`src/rtl/car_pkg.sv`:
```
// Shared vehicle-lamp definitions: controller state encoding and default blink
// timing, so every lamp block on the board flashes in step.
package car_pkg;

  typedef enum logic [2:0] {
    ST_IDLE   = 3'd0,
    ST_LEFT   = 3'd1,
    ST_RIGHT  = 3'd2,
    ST_LANE_L = 3'd3,
    ST_LANE_R = 3'd4,
    ST_HAZARD = 3'd5,
    ST_ESS    = 3'd6,
    ST_RSVD   = 3'd7
  } state_t;

  // 0.25 s normal phase and 62.5 ms emergency phase at 50 MHz.
  localparam int unsigned HALF_PERIOD_DEFAULT     = 12_500_000;
  localparam int unsigned ESS_HALF_PERIOD_DEFAULT = 3_125_000;
  localparam int unsigned LANE_FLASHES_DEFAULT    = 3;

endpackage

```
`src/rtl/blink_phase_gen.sv`:
```
// ON/OFF phase generator with restart, hold-off in idle and a selectable
// fast half period; exposes the upcoming phase so lamps can be registered from it.
module blink_phase_gen #(
  parameter int unsigned HALF_PERIOD     = 12_500_000,
  parameter int unsigned ESS_HALF_PERIOD = 3_125_000
) (
  input  logic clk,
  input  logic rst_n,
  input  logic restart,
  input  logic enable,
  input  logic fast,
  output logic phase,
  output logic phase_next,
  output logic phase_end,
  output logic off_edge
);

  localparam int CNT_W = (HALF_PERIOD > 1) ? $clog2(HALF_PERIOD) : 1;
  localparam logic [CNT_W-1:0] SLOW_LAST = CNT_W'(HALF_PERIOD - 1);
  localparam logic [CNT_W-1:0] FAST_LAST = CNT_W'(ESS_HALF_PERIOD - 1);

  logic [CNT_W-1:0] cnt_reg;
  logic [CNT_W-1:0] cnt_next;
  logic             phase_reg;

  // Terminal count is judged against the current mode's period only, so the
  // edge strobes never depend on the restart/enable decision they feed.
  assign phase_end = (cnt_reg == (fast ? FAST_LAST : SLOW_LAST));
  assign off_edge  = phase_reg && phase_end;
  assign phase     = phase_reg;

  always_comb begin
    cnt_next   = cnt_reg;
    phase_next = phase_reg;
    if (!enable) begin
      cnt_next   = '0;
      phase_next = 1'b0;
    end else if (restart) begin
      cnt_next   = '0;
      phase_next = 1'b1;
    end else if (phase_end) begin
      cnt_next   = '0;
      phase_next = ~phase_reg;
    end else begin
      cnt_next = cnt_reg + 1'b1;
    end
  end

  always_ff @(posedge clk or negedge rst_n) begin
    if (!rst_n) begin
      cnt_reg   <= '0;
      phase_reg <= 1'b0;
    end else begin
      cnt_reg   <= cnt_next;
      phase_reg <= phase_next;
    end
  end

endmodule

```
`src/rtl/turn_signal_controller.sv`:
```
// Turn-indicator sequencer: prioritised arbitration of ESS, hazard, switches
// and lane-change taps, with a finite lane-change flash sequence.
module turn_signal_controller
  import car_pkg::*;
#(
  parameter int unsigned HALF_PERIOD     = HALF_PERIOD_DEFAULT,
  parameter int unsigned ESS_HALF_PERIOD = ESS_HALF_PERIOD_DEFAULT,
  parameter int unsigned LANE_FLASHES    = LANE_FLASHES_DEFAULT
) (
  input  logic       clk,
  input  logic       rst_n,
  input  logic       sw_left,
  input  logic       sw_right,
  input  logic       sw_hazard,
  input  logic       ess_active,
  input  logic       lane_left,
  input  logic       lane_right,
  output logic       led_left,
  output logic       led_right,
  output logic [2:0] mode,
  output logic       lane_busy
);

  localparam int FLASH_W = $clog2(LANE_FLASHES + 1);
  localparam logic [FLASH_W-1:0] FLASH_LAST = FLASH_W'(LANE_FLASHES);

  state_t             state_reg;
  state_t             state_next;
  logic [FLASH_W-1:0] flash_reg;
  logic [FLASH_W-1:0] flash_next;
  logic               led_left_reg;
  logic               led_left_next;
  logic               led_right_reg;
  logic               led_right_next;
  logic               lane_busy_reg;
  logic               lane_busy_next;

  logic restart;
  logic enable;
  logic fast;
  logic phase;
  logic phase_next;
  logic phase_end;
  logic off_edge;
  logic lane_done;
  logic in_lane;

  assign restart = (state_next != state_reg);
  assign enable  = (state_next != ST_IDLE);
  assign fast    = (state_reg == ST_ESS);
  assign in_lane = (state_reg == ST_LANE_L) || (state_reg == ST_LANE_R);
  // Sequence ends where the last OFF phase would hand back to ON.
  assign lane_done = (flash_reg == FLASH_LAST) && !phase && phase_end;

  blink_phase_gen #(
    .HALF_PERIOD     (HALF_PERIOD),
    .ESS_HALF_PERIOD (ESS_HALF_PERIOD)
  ) u_blink (
    .clk        (clk),
    .rst_n      (rst_n),
    .restart    (restart),
    .enable     (enable),
    .fast       (fast),
    .phase      (phase),
    .phase_next (phase_next),
    .phase_end  (phase_end),
    .off_edge   (off_edge)
  );

  always_ff @(posedge clk or negedge rst_n) begin
    if (!rst_n) begin
      state_reg     <= ST_IDLE;
      flash_reg     <= '0;
      led_left_reg  <= 1'b0;
      led_right_reg <= 1'b0;
      lane_busy_reg <= 1'b0;
    end else begin
      state_reg     <= state_next;
      flash_reg     <= flash_next;
      led_left_reg  <= led_left_next;
      led_right_reg <= led_right_next;
      lane_busy_reg <= lane_busy_next;
    end
  end

  always_comb begin
    state_next = ST_IDLE;
    if (state_reg == ST_RSVD) begin
      state_next = ST_IDLE;
    end else if (ess_active) begin
      state_next = ST_ESS;
    end else if (sw_hazard) begin
      state_next = ST_HAZARD;
    end else if (sw_left ^ sw_right) begin
      state_next = sw_left ? ST_LEFT : ST_RIGHT;
    end else if (in_lane && !lane_done) begin
      state_next = state_reg;
    end else if ((state_reg == ST_IDLE) && (lane_left ^ lane_right)) begin
      state_next = lane_left ? ST_LANE_L : ST_LANE_R;
    end

    flash_next = flash_reg;
    if (restart) begin
      flash_next = '0;
    end else if (off_edge && (flash_reg != FLASH_LAST)) begin
      flash_next = flash_reg + 1'b1;
    end
  end

  // Lamps are registered from the upcoming state and phase, giving one cycle
  // from request to light with mode and lamps changing together.
  always_comb begin
    led_left_next  = 1'b0;
    led_right_next = 1'b0;
    lane_busy_next = (state_next == ST_LANE_L) || (state_next == ST_LANE_R);
    if (phase_next) begin
      led_left_next  = state_next inside {ST_LEFT, ST_LANE_L, ST_HAZARD, ST_ESS};
      led_right_next = state_next inside {ST_RIGHT, ST_LANE_R, ST_HAZARD, ST_ESS};
    end
  end

  assign led_left  = led_left_reg;
  assign led_right = led_right_reg;
  assign lane_busy = lane_busy_reg;
  assign mode      = state_reg;

endmodule
```
`config.mk`:
```
export PLATFORM = sky130hd
export DESIGN_NAME = turn_signal_controller
export DESIGN_NICKNAME = d
export VERILOG_FILES = /design/src/rtl/car_pkg.sv /design/src/rtl/blink_phase_gen.sv /design/src/rtl/turn_signal_controller.sv
export SDC_FILE = /design/constraint.sdc
export NUM_CORES = 1
export LEC_CHECK = 0
export ABC_AREA = 1
export CAP_MARGIN = 10
export CORE_ASPECT_RATIO = 0.75
export CORE_UTILIZATION = 50
export DETAILED_ROUTE_END_ITERATION = 6
export PLACE_DENSITY = 0.8
export SYNTH_ARGS = -nofsm -noshare
export SYNTH_HDL_FRONTEND = slang
export SYNTH_SLANG_ARGS = --single-unit
```
`constraint.sdc`:
```
create_clock -name clk -period 3.4 [get_ports clk]
set_input_delay 0.34 -clock clk [delete_from_list [all_inputs] [get_ports clk]]
set_output_delay 0.34 -clock clk [all_outputs]
set_load 0.005 [all_outputs]
```
After elaboration in Yosys (flattened, before gate mapping) --
Index checks and enable logic that the tools add are counted.
Operators by class: bitwise logic cells 3, reductions and logical operators 15, eq/ne operators 14, mux-type cells 19, $add $sub $neg 2
Operator list (count):
- $mux 24 | 4
- $add 24x1->24 const B | 1
- $eq 24x24->1 | 1
- $mux 3 | 7
- $eq 3x3->1 const B | 6
- $eq 3x2->1 const B | 3
- $reduce_bool 4->1 | 2
- $logic_and 1x1->1 | 6
- $mux 2 | 3
- $mux 1 | 5
- $eq 3x1->1 const B | 1
- $logic_not 3->1 | 1
- $ne 3x3->1 | 1
- $reduce_bool 3->1 | 1
- $add 2x1->2 const B | 1
- $eq 2x2->1 const B | 1
- $logic_not 1->1 | 2
- $logic_or 1x1->1 | 2
- $ne 2x2->1 const B | 1
- $reduce_bool 2->1 | 1
- $xor 1x1->1 | 2
- $not 1->1 | 1
Storage, ports and cells: output and inout port bits 6, input bits 8, logic and storage cells 60, register bits 33

Longest topological paths before layout --
Gate-level depths: netlist (run 1).
depth after elaboration 15, gate-level depth with buffers 17, gate-level depth less buffers 17

Modules after synthesis --
A second synthesis (run 1) with hierarchy kept.
Unflattened totals: cell total of the unflattened synthesis 300, area total of the unflattened synthesis 2162.1 µm²
By module, submodules not included:
- blink_phase_gen | cells an instance 229, seq. area each 625.6 µm², times used 1, area an instance 1641.6 µm²
- turn_signal_controller | cells an instance 71, seq. area each 200.2 µm², times used 1, area an instance 520.5 µm²

Worst setup path before layout (run 1) --
No wires, ideal clock.
path kind reg2reg, start register u_blink.cnt_reg[0], end register u_blink.cnt_reg[4], library setup time 0.128 ns, buffers on the path 1, stages on the path, launching flop included 18, slack 1.397 ns, data required time 3.272 ns, arrival 1.875 ns, period minus slack after synthesis 2.003 ns, path through dfrtp_1 ha_1 nand2_1 nor2_1 nand2_1 nor2_2 nand4_2 nand2_2 nand3_1 nand2_1 nand2_2 nand2_2 nand2_2 nor2_4 nor2_4 nand2_4 buf_12 nor2_4
Between the ends: word-level cells in the longest chain between the ends 12, elaborated cells between the ends (all ways) 15, those cells by class add/sub: 1; eq/ne: 2; mux: 8; reduce/logical: 4
Ends and longest elaborated chain:
- from (decl) | RTL line blink_phase_gen.sv:22 | logic [CNT_W-1:0] cnt_reg;
- from (signal assigned) | RTL line blink_phase_gen.sv:54 | cnt_reg <= cnt_next;
- $eq 24x24->1 | RTL line blink_phase_gen.sv:28 | assign phase_end = (cnt_reg == (fast ? FAST_LAST : SLOW_LAST));
- $logic_and 1x1->1 | RTL line turn_signal_controller.sv:53 | assign lane_done = (flash_reg == FLASH_LAST) && !phase && phase_end;
- $logic_not 1->1 | RTL line turn_signal_controller.sv:96 | end else if (in_lane && !lane_done) begin
- $logic_and 1x1->1 | RTL line turn_signal_controller.sv:96
- $mux 3 | RTL line turn_signal_controller.sv:96
- $mux 3 | RTL line turn_signal_controller.sv:94 | end else if (sw_left ^ sw_right) begin
- $mux 3 | RTL line turn_signal_controller.sv:92 | end else if (sw_hazard) begin
- $mux 3 | RTL line turn_signal_controller.sv:90 | end else if (ess_active) begin
- $mux 3 | RTL line turn_signal_controller.sv:88 | if (state_reg == ST_RSVD) begin
- $ne 3x3->1 | RTL line turn_signal_controller.sv:48 | assign restart = (state_next != state_reg);
- $mux 24 | RTL line blink_phase_gen.sv:38 | end else if (restart) begin
- $mux 24 (*) | RTL line blink_phase_gen.sv:35 | if (!enable) begin
- named net u_blink.cnt_next[4] | RTL line blink_phase_gen.sv:23 | logic [CNT_W-1:0] cnt_next;
The timed path passes the listed nets; every way through them passes the cells marked *. A chain may end at the register's enable or synchronous reset.

Worst setup path after layout (run 1) --
start register u_blink.cnt_reg[0], end register u_blink.cnt_reg[23]
The elaborated chain is that of the path after synthesis.

==> results.cfg, run 1 <==
[global_route]
antenna_found_initial = 0
grt.busiest_layer = met2
use_met3 = 0.05736
grt_overflow = 0
grtUsageTotal = 0.2061
grt_max_degree = 34
use_met2 = 0.3059
grt_pass1_wl_um = 7051
grt_pass1_vias = 1517
grtUsageMet1 = 0.2854

[setup_path]
cp.arrival_ns = 2.67
crit_path_start_kind = flop
cpMaxStageDelayCell = nand2_4
cp_data_required_time_ns = 3.54
critPathBufInv = 0
end_kind = flop
reg2regPathDepth = 16
crit_type = reg -> reg
crit_top_cell = nand2_2
crit_chain = ha_1, nand2_1, nor2_1, nand2_1, nor2_2, nand4_2, nand2_2, nand3_1, nand2_1, nand2_2, nand2_2, nand2_2, nor2_4, nor2_4, nand2_4, nor2_1
cpPeakStageDelay_ns = 0.46
regToRegSetupSlack_ns = 0.87
cp_top_family = simple AND/OR/NAND/NOR gates
cp_num_cells = 16
path_max_fanout = 22

[cts]
post_cts_resized = 0
post-cts-setup-buffer-count = 0
cts.sinks = 33
cts_hold_buf = 0
htreeDepth = 2
cts_buffers = 5
cts_tree = built
root_buffer = clkbuf_8
clk_latency_ns = 0.29
clock_path_buffers = 2
clkTransAtPathRegs_ns = 0.06

[routing]
vias = 1612
initialDrtViolationCount = 120
vias_per_cell = 4.930
drc = 0
first_pass_iters = 5
routed_wl_um = 3995
wl_per_cell_um = 12.22
detail-route-antenna-nets = 0

[sta]
worst_pin_slew_ns = 0.6165
fmax_ghz = 0.3955
rsz0062_at_grt = no
maxSlewHeadroom = 0.5887
skew_ns = 0.003903
finalSetupTns_ns = 0
timing.final.crit_share = 0.7437
hold_slack_ns = 0.4507
final.min_clock_period_ns = 2.529
hold_viol_final = 0
finalMaxSlewViolations = 0
finalSetupViolations = 0

[floorplanning]
num_rows = 20
die_area_um2 = 4516
dieHeight_um = 58.45
core_area_um2 = 4054
io_pins = 14
die_width_um = 77.27
initial_core_util = 0.5241

[power_and_ir_drop]
power_frac_seq = 0.443
finalPower_mw = 0.9420
p_leak_nw = 1.029
power_density_nw_per_um2 = 391.3
internal-power_mw = 0.6974
p_clk_frac = 0.399
p_comb_frac = 0.157
switching_share = 0.2597
power.net_switching_mw = 0.2446
ir_drop_mv = 0.3051

[synthesis]
synth_area_leaders = dfrtp_1 39%, nor2_4 12%, nand2_1 7.6%
syn_nets = 263
synth-seq-area-share = 0.3887
synth_cell_types = 25
async_reset_ff_frac = 1.000
ys.flop_type = dfrtp_1
synth_cells = 252
netlist_area_um2 = 2125
synth_edf_count = 0
yosys_warnings = 0
yosysTopAreaCellShare = 0.3887
synth_top_area_cell = dfrtp_1
synth_area_per_cell_um2 = 8.431
synth-seq-cells = 33

[place]
dp_hpwl_um = 3067
place.gp.congestion = 0.8617
io_buffers = 13

[run]
maxCapViolations = 0

[finish]
final_cell_mix = 43 x nand2_1, 36 x inv_1, 33 x dfrtp_1
antennaDiodeCount = 0
drive_above_1_share = 0.2059
n_fill_cell = 344
area_growth_syn_to_layout_pct = 13.31
layout_commonest_cell = nand2_1
nets = 282
largest_reg_flops = 24

[run_status]
status = completed

[worst_hold_path]
hold_class = in -> async
power by group through the flow:
| stage | combinational [mW] | clock [mW] | sequential, mW |
|---|---|---|---|
| after CTS | 0.150 | 0.385 | 0.417 |
| final | 0.148 | 0.376 | 0.418 |
| after floorplan | 0.112 | 0 | 0.423 |
| after global placement | 0.147 | 0 | 0.424 |
| after detailed placement | 0.149 | 0 | 0.424 |
| after global routing | 0.166 | 0.403 | 0.418 |
cell type report:
class	count	area (um^2)	share of cell area
clock buffers	7	86.33	0.03586
clock inverters	1	30.03	0.01247
inverters	40	150.1	0.06237
multi-input cells	177	1109	0.4605
flip-flops and latches	33	825.8	0.3430
well taps	55	68.82	0.02859
repair buffers	14	137.6	0.05717
synth_stat cells (all sizes together), types with 2 or more instances:
cell and n:
inv 40, a21oi 2, nand3 26, nand4 2
nor2 56, o21ai 3, buf 2, ha 3
nor3 8, xnor2 3, nand2 52, xor2 17
o21bai 2, dfrtp 33
logic make-up (layout without fill, tap and decap cells):
family,count (synthesis),in the layout,share of synthesized area
fa+ha+maj,3,3,0.01767
simple gates,147,147,0.4028
flops,33,33,0.3887
buf+inv,42,62,0.08952
compound gates,7,7,0.01884
xor+xnor,20,20,0.08245
routing by layer:
layer	share of wire	wire (um)
met1	0.49	1971
met2	0.44	1741
met3	0.053	212
met4	0.018	70
met5	0	0
through the flow:
step / util / area, um^2 / worst slack (ns) / cells
after floorplan: - / 2125 / 1.397 / 252
after global routing: 0.5938 / 2407 / 0.6473 / 327
after detailed placement: 0.5651 / 2291 / 0.9299 / 319
after global placement: 0.5651 / 2291 / 1.015 / 319
after CTS: 0.5938 / 2407 / 0.8671 / 327
final: 0.5938 / 2407 / 0.8713 / 327
final timing paths:
path / start / to
min in group clk: u_blink.cnt_reg[0] / u_blink.cnt_reg[0]
max reg2reg: u_blink.cnt_reg[0] / u_blink.cnt_reg[23]
max in group asynchronous: rst_n / lane_busy
min reg2reg: u_blink.cnt_reg[0] / u_blink.cnt_reg[0]
min: rst_n / u_blink.cnt_reg[13]
max: u_blink.cnt_reg[0] / u_blink.cnt_reg[23]
(Power assumes the default switching activity.)
==> inputs of run 2 (changes only) <==
==> constraint.sdc (replaced) <==
create_clock -name clk -period 2.4 [get_ports clk]
set_input_delay 0.24 -clock clk [delete_from_list [all_inputs] [get_ports clk]]
set_output_delay 0.24 -clock clk [all_outputs]
set_load 0.005 [all_outputs]
==> results.cfg, run 2 (synthesized netlist as in run 1, its figures left out) <==
[power_and_ir_drop]
p_comb_frac = 0.179
power_frac_seq = 0.427
ir_drop_mv = 0.3846
p_clk_frac = 0.394
power.net_switching_mw = 0.3641
internal-power_mw = 1.018
p_leak_nw = 1.062
finalPower_mw = 1.383
power_density_nw_per_um2 = 559.2
switching_share = 0.2634

[finish]
final_cell_mix = 43 x nand2_1, 36 x inv_1, 33 x dfrtp_1
largest_reg_flops = 24
nets = 287
n_fill_cell = 343
layout_commonest_cell = nand2_1
drive_above_1_share = 0.2238
antennaDiodeCount = 0
final_cells = 332
area_growth_syn_to_layout_pct = 16.37

[routing]
drc = 0
initialDrtViolationCount = 140
first_pass_iters = 4
detail-route-antenna-nets = 0
wl_per_cell_um = 12.38
vias = 1623
routed_wl_um = 4111
vias_per_cell = 4.889

[floorplanning]
dieHeight_um = 58.45
core_area_um2 = 4054
die_area_um2 = 4516
die_width_um = 77.27
initial_core_util = 0.5241
io_pins = 14
num_rows = 20

[sta]
final.min_clock_period_ns = 2.213
setup_slack_ns = 0.1870
worst_pin_slew_ns = 0.5039
maxSlewHeadroom = 0.6610
rsz0062_at_grt = no
timing.final.crit_share = 0.9221
finalMaxSlewViolations = 0
finalSetupViolations = 0
hold_slack_ns = 0.3515
hold_viol_final = 0
finalSetupTns_ns = 0
skew_ns = 0.006205
fmax_ghz = 0.4519

[place]
dp.cells = 322
io_buffers = 13
place.gp.congestion = 0.9513
dp_worst_setup_slack_ns = 0.1412
dp_hpwl_um = 3196

[cts]
cts_tree = built
cts.sinks = 33
cts_buffers = 5
clk_latency_ns = 0.29
htreeDepth = 2
clock_path_buffers = 2
cts_hold_buf = 0
clkTransAtPathRegs_ns = 0.07
root_buffer = clkbuf_8

[global_route]
grtUsageTotal = 0.2115
grt_overflow = 0
grt_max_degree = 34
antenna_found_initial = 0
grt_pass1_vias = 1566
grt_pass1_wl_um = 7079

[setup_path]
end_kind = flop
cpPeakStageDelay_ns = 0.39
crit_type = reg -> reg
critPathBufInv = 1
cpMaxStageDelayCell = dfrtp_1
cp_data_required_time_ns = 2.62
crit_path_start_kind = flop
cp_top_family = simple AND/OR/NAND/NOR gates
path_max_fanout = 3
cp.arrival_ns = 2.44
crit_chain = nand2_1, nor2_2, nand3_1, nor2_2, inv_1, nor2_1, and3_2, nand3_2, nor3_2, nand3_1, xor2_1, nor2_1

[run_status]
status = completed

[worst_hold_path]
hold_class = in -> async

[run]
maxCapViolations = 0
-- run 2: cell count changes in the layout (fill, tap and decap cells not counted) --
cell    change
buf_4       +3
buf_12      +2
nor2_2      +1
nor2_1      -1
-- run 2: path summary, 6_finish.rpt --
check / from / endpoint / slack [ns] / depth (start not counted)
hold / removal: rst_n / u_blink.cnt_reg[19] / 0.35 / 2
setup reg to reg: u_blink.cnt_reg[3] / u_blink.cnt_reg[23] / 0.19 / 12
min in group clk: u_blink.cnt_reg[0] / u_blink.cnt_reg[0] / 0.46 / 1
max in group asynchronous: rst_n / u_blink.cnt_reg[20] / 1.76 / 2
hold reg to reg: u_blink.cnt_reg[0] / u_blink.cnt_reg[0] / 0.46 / 1
setup / recovery: u_blink.cnt_reg[3] / u_blink.cnt_reg[23] / 0.19 / 12
-- run 2: layout make-up --
| class | count | area (um^2) | area share |
|---|---|---|---|
| clock buffer | 7 | 86.33 | 0.03492 |
| clock inverter | 1 | 30.03 | 0.01215 |
| timing repair buffer | 19 | 200.2 | 0.08097 |
| tap | 55 | 68.82 | 0.02783 |
| sequential | 33 | 825.8 | 0.3340 |
| inverter | 40 | 150.1 | 0.06073 |
| multi-input combinational | 177 | 1111 | 0.4494 |
-- run 2: routing by layer --
metal	share of wire	global-route usage	vias up
met1	0.50	0.3062	760
met3	0.076	0.05891	8
li1	-	-	817
met5	0	0	-
met2	0.41	0.2958	38
met4	0.013	0.09164	0
-- run 2: through the flow --
step	util	area, um^2
finish	0.6099	2472
global route	0.6099	2472
CTS	0.6056	2455
detailed placement	0.5769	2338
global placement	0.5769	2338
floorplan	-	2125
-- run 2: repair_timing --
action	in CTS	in global routing
setup buffers	0	2
setup endpoints to repair	0	18
gates resized for setup	0	1
endpoints found under the hold margin	0	0
-- run 2: power by group through the flow --
stage / Clock, mW / Sequential, mW / Combinational (mW)
after detailed placement: 0 / 0.600 / 0.241
after global placement: 0 / 0.600 / 0.237
after CTS: 0.557 / 0.590 / 0.242
after global routing: 0.582 / 0.592 / 0.272
after floorplan: 0 / 0.600 / 0.159
final: 0.545 / 0.590 / 0.247
==> RTL edit 1, RTL diff (flow settings as in run 1) <==
Change the package constant `ESS_HALF_PERIOD_DEFAULT` from 3_125_000 to 1_562_500.
--- a/src/rtl/car_pkg.sv
+++ b/src/rtl/car_pkg.sv
@@ -15,7 +15,7 @@
 
   // 0.25 s normal phase and 62.5 ms emergency phase at 50 MHz.
   localparam int unsigned HALF_PERIOD_DEFAULT     = 12_500_000;
-  localparam int unsigned ESS_HALF_PERIOD_DEFAULT = 3_125_000;
+  localparam int unsigned ESS_HALF_PERIOD_DEFAULT = 1_562_500;
   localparam int unsigned LANE_FLASHES_DEFAULT    = 3;
 
 endpackage
Formal check against the unedited RTL: same outputs for any inputs over 10 cycles, from zero or initial values and one cycle with rst_n low; that may be too few to reach the edited logic, so the function may still have changed.
==> RTL edit 1 against run 1 <==
- sequential power is essentially flat
- sequential cell count is the same
- non-clock buffer count is the same
- final area shrank 1.9%
- area after synthesis shrank 0.65%
- power shrank 10%
- sequential share of layout area grew 0.65 points
- hold slack lost 0.0013 ns
- routed wire length shrank 0.83%
- setup slack gained 0.078 ns
- global-route usage grew 0.58 points
==> RTL edit 1: results (changes against run 1) <==
Post-Syn Nets 274 (was 263); P per Cell Area 358 nW/µm² (was 391 nW/µm²); Final min period 2.45 ns (was 2.53 ns); combinational power 141 µW (was 148 µW); CP Max Fanout 23 (was 22); Slew @ Worst Pin 0.538 ns (was 0.616 ns); top post-synthesis cells by count nand2_1, inv_1, dfrtp_1, nor2_1, nand3_1 (was nand2_1, inv_1, dfrtp_1, nor2_1, nor2_4); Overall Global Routing Usage 0.212 (was 0.206); LEAKAGE 0.00103 µW (about the same); HPWL Detailed 2990 µm (was 3070 µm); final wirelength 3960 µm (was 4000 µm); Worst Clk Skew 0.00543 ns (was 0.00390 ns); Starting DRT DRC Count 60 (was 120); final net count 293 (was 282); placed insts 330 (was 319); Reg2Reg Setup Slack 0.95 ns (was 0.87 ns); FF-to-FF path depth 19 (was 16); Power Clock 286 µW (was 376 µW); share of layout cells above drive strength 1 0.198 (was 0.206); part of the Yosys area used for sequential elements 0.391 (was 0.389); Pint 603 µW (was 697 µW); DR vias/cell 4.86 (was 4.93); Hold WS 0.449 ns (was 0.451 ns); outcome finished, final reports clean (unchanged); routed len/inst 11.7 µm (was 12.2 µm); reg2reg end u_blink.cnt_reg[0] (was u_blink.cnt_reg[23]); number of global-route vias before repair 1,594 (was 1,517); Mapped Cells 263 (was 252); first-pass GRT wire length 7130 µm (was 7050 µm)
RTL edit 1: changes by cell type in the layout (fill, tap and decap cells not counted), moves of 3 or more:
cell	delta
inv_1	+5
nand2_1	+7
nor2_2	+10
nor2_4	-9
nor3_1	-3
o21ai_0	+5
xor2_1	-5
RTL edit 1: metal layers:
metal  up-vias  wire length [µm]  track usage
met2        21              1720        0.318
met4         0                74       0.0970
met1       776              2030        0.294
li1        839                 -            -
met3         8               130       0.0488
met5         -                 0            0
RTL edit 1: how the worst max path moves through the flow:
stage               cells past startpoint          startpoint                   to
floorplan                              14  u_blink.cnt_reg[0]  u_blink.cnt_reg[22]
global placement                       19             mode[2]   u_blink.cnt_reg[0]
detailed placement                     19             mode[2]  u_blink.cnt_reg[23]
CTS                                    19             mode[2]   u_blink.cnt_reg[0]
global route                           18             mode[0]   u_blink.cnt_reg[0]
finish                                 19             mode[2]   u_blink.cnt_reg[0]
RTL edit 1: cells by family (layout without fill, tap and decap cells):
group,Yosys count,count (layout),synth area share
XOR/XNOR,16,16,0.0664
flip-flops,33,33,0.391
buffers and inverters,47,67,0.0966
AO/OA/AOI/OAI,12,12,0.0320
AND/OR/NAND/NOR,152,152,0.396
adder cells (fa/ha/maj),3,3,0.0178
RTL edit 1: cell type report:
cell class / instances / area [µm²]
timing repair buffer: 14 / 138
inverter: 45 / 169
clock buffer: 8 / 80.1
tap: 55 / 68.8
multi-input combinational: 183 / 1080
sequential: 33 / 826
fill: 384 / 1690
RTL edit 1: critical path, delay by kind of cell (launching register included):
| family | cells | cell delay, ns |
|---|---|---|
| simple gates | 17 | 1.75 |
| flops | 1 | 0.45 |
| buf+inv | 2 | 0.10 |
==> RTL edit 2, RTL diff (settings of run 1) <==
Made on the original files. Remove the register `lane_busy_reg`: a continuous assignment takes its place, so the output `lane_busy` follows one clock earlier.
--- a/src/rtl/turn_signal_controller.sv
+++ b/src/rtl/turn_signal_controller.sv
@@ -73,15 +73,15 @@
       flash_reg     <= '0;
       led_left_reg  <= 1'b0;
       led_right_reg <= 1'b0;
-      lane_busy_reg <= 1'b0;
     end else begin
       state_reg     <= state_next;
       flash_reg     <= flash_next;
       led_left_reg  <= led_left_next;
       led_right_reg <= led_right_next;
-      lane_busy_reg <= lane_busy_next;
     end
   end
+
+  assign lane_busy_reg = lane_busy_next;
 
   always_comb begin
     state_next = ST_IDLE;
Check against the original RTL: not equivalent (a bounded check fails within 4 cycles, from zero or initial values and one cycle with rst_n low).
==> RTL edit 2 against run 1 <==
- power decreased by 13%
- critical path depth down 2
- synthesized cell count decreased by 0.40%
- sequential power shrank 4%
- setup slack lost 0.26 ns
- highest routed layer unchanged
- register-to-register slack better by 0.05 ns
- routed wire length shrank 6.5%
- first-iteration DRC count shrank 10%
- critical path type is now reg2out
- hold slack lost 0.0017 ns
- final area fell by 2.7%
- area after synthesis fell by 1.2%
- sequential cell count shrank 1
- core utilization fell by 1.2 points
==> RTL edit 2: results (changes against run 1) <==
top cells by area, synth dfrtp_1, nor2_4, nand2_1, xor2_1, inv_1 (unchanged); Starting DRT DRC Count 108 (was 120); HPWL Detailed 2930 µm (was 3070 µm); Mapped Cells 251 (was 252); met3 global-route usage 0.0520 (was 0.0574); share of layout cells above drive strength 1 0.204 (was 0.206); Post-Syn Nets 262 (was 263); top post-synthesis cells by count nand2_1, inv_1, dfrtp_1, nor2_1, nor2_4 (unchanged); part of the Yosys area used for sequential elements 0.381 (was 0.389); Peak VDD IR 0.327 mV (was 0.305 mV); LEAKAGE 0.000999 µW (was 0.00103 µW); GRT met2 Usage 0.261 (was 0.306); first-pass GRT wire length 6440 µm (was 7050 µm); placed insts 318 (was 319); Vias 1,583 (was 1,612); Overall Global Routing Usage 0.191 (was 0.206); drt pass-1 iters 4 (was 5); outcome finished, final reports clean (unchanged); CP arrival 2.45 ns (was 2.67 ns); final wirelength 3740 µm (was 4000 µm); Fillers 338 (was 344); Worst Clk Skew 0.00527 ns (was 0.00390 ns); DR vias/cell 4.87 (was 4.93); met1 Use GR 0.283 (was 0.285); max reg flops 24 (unchanged); number of global-route vias before repair 1,397 (was 1,517); Slew Limit Headroom 0.586 (was 0.589)
-- RTL edit 2: cell types whose count changed after synthesis --
cell / run 1 / this run
dfrtp_1: 33 / 32
-- RTL edit 2: metrics by stage --
stage | hold WS [ns] | instance area (µm²)
2_1_floorplan | 0.0444 | 2100
3_3_place_gp | 0.444 | 2270
3_5_place_dp | 0.460 | 2270
4_1_cts | 0.468 | 2340
5_1_grt | 0.495 | 2340
6_report | 0.449 | 2340
-- RTL edit 2: kinds of logic (layout without fill, tap and decap cells) --
group,count (synthesis),after routing,synth area share
AND/OR/NAND/NOR,147,147,0.408
AO/OA/AOI/OAI,7,7,0.0191
flip-flops,32,32,0.381
buffers and inverters,42,61,0.0906
adder cells (fa/ha/maj),3,3,0.0179
XOR/XNOR,20,20,0.0834
-- RTL edit 2: power breakdown --
| group | internal, µW | total [µW] | switching (µW) | leakage, µW |
|---|---|---|---|---|
| clock network | 139 | 270 | 131 | 0.0000410 |
| logic | 51.9 | 149 | 97.3 | 0.000528 |
| registers | 393 | 403 | 9.36 | 0.000430 |
-- RTL edit 2: final timing paths --
path	start	endpoint	slack [ns]
setup / recovery	u_blink.cnt_reg[0]	lane_busy	0.61
hold / removal	rst_n	u_blink.cnt_reg[17]	0.45
setup reg to reg	u_blink.cnt_reg[0]	u_blink.cnt_reg[0]	0.92
hold reg to reg	u_blink.cnt_reg[0]	u_blink.cnt_reg[0]	0.46
max in group asynchronous	rst_n	u_blink.cnt_reg[14]	2.65
min in group clk	u_blink.cnt_reg[0]	u_blink.cnt_reg[0]	0.46
-- RTL edit 2: metal layers --
metal / vias up / wire [µm]
li1: 811 / -
met1: 729 / 1930
met2: 36 / 1510
met3: 7 / 246
met4: 0 / 52
met5: - / 0
-- RTL edit 2: final cells by class --
cell class,count,share of cell area
Tap cell,55,0.0294
Clock inverter,1,0.00214
Sequential cell,32,0.342
Clock buffer,6,0.0310
Multi-Input combinational cell,177,0.473
Inverter,40,0.0641
Timing Repair Buffer,14,0.0587
-- RTL edit 2: critical path, cell delays in order, from the launching register on --
cell and delay (ns):
dfrtp_1 0.37, ha_1 0.19, nand2_1 0.09, nor2_1 0.10
nand2_1 0.07, nor2_2 0.14, nand4_2 0.13, nand2_2 0.09
nand3_1 0.09, nand2_2 0.08, nand2_2 0.08, inv_1 0.09
nand3_1 0.08, nand2_1 0.07, clkdlybuf4s50_1 0.50
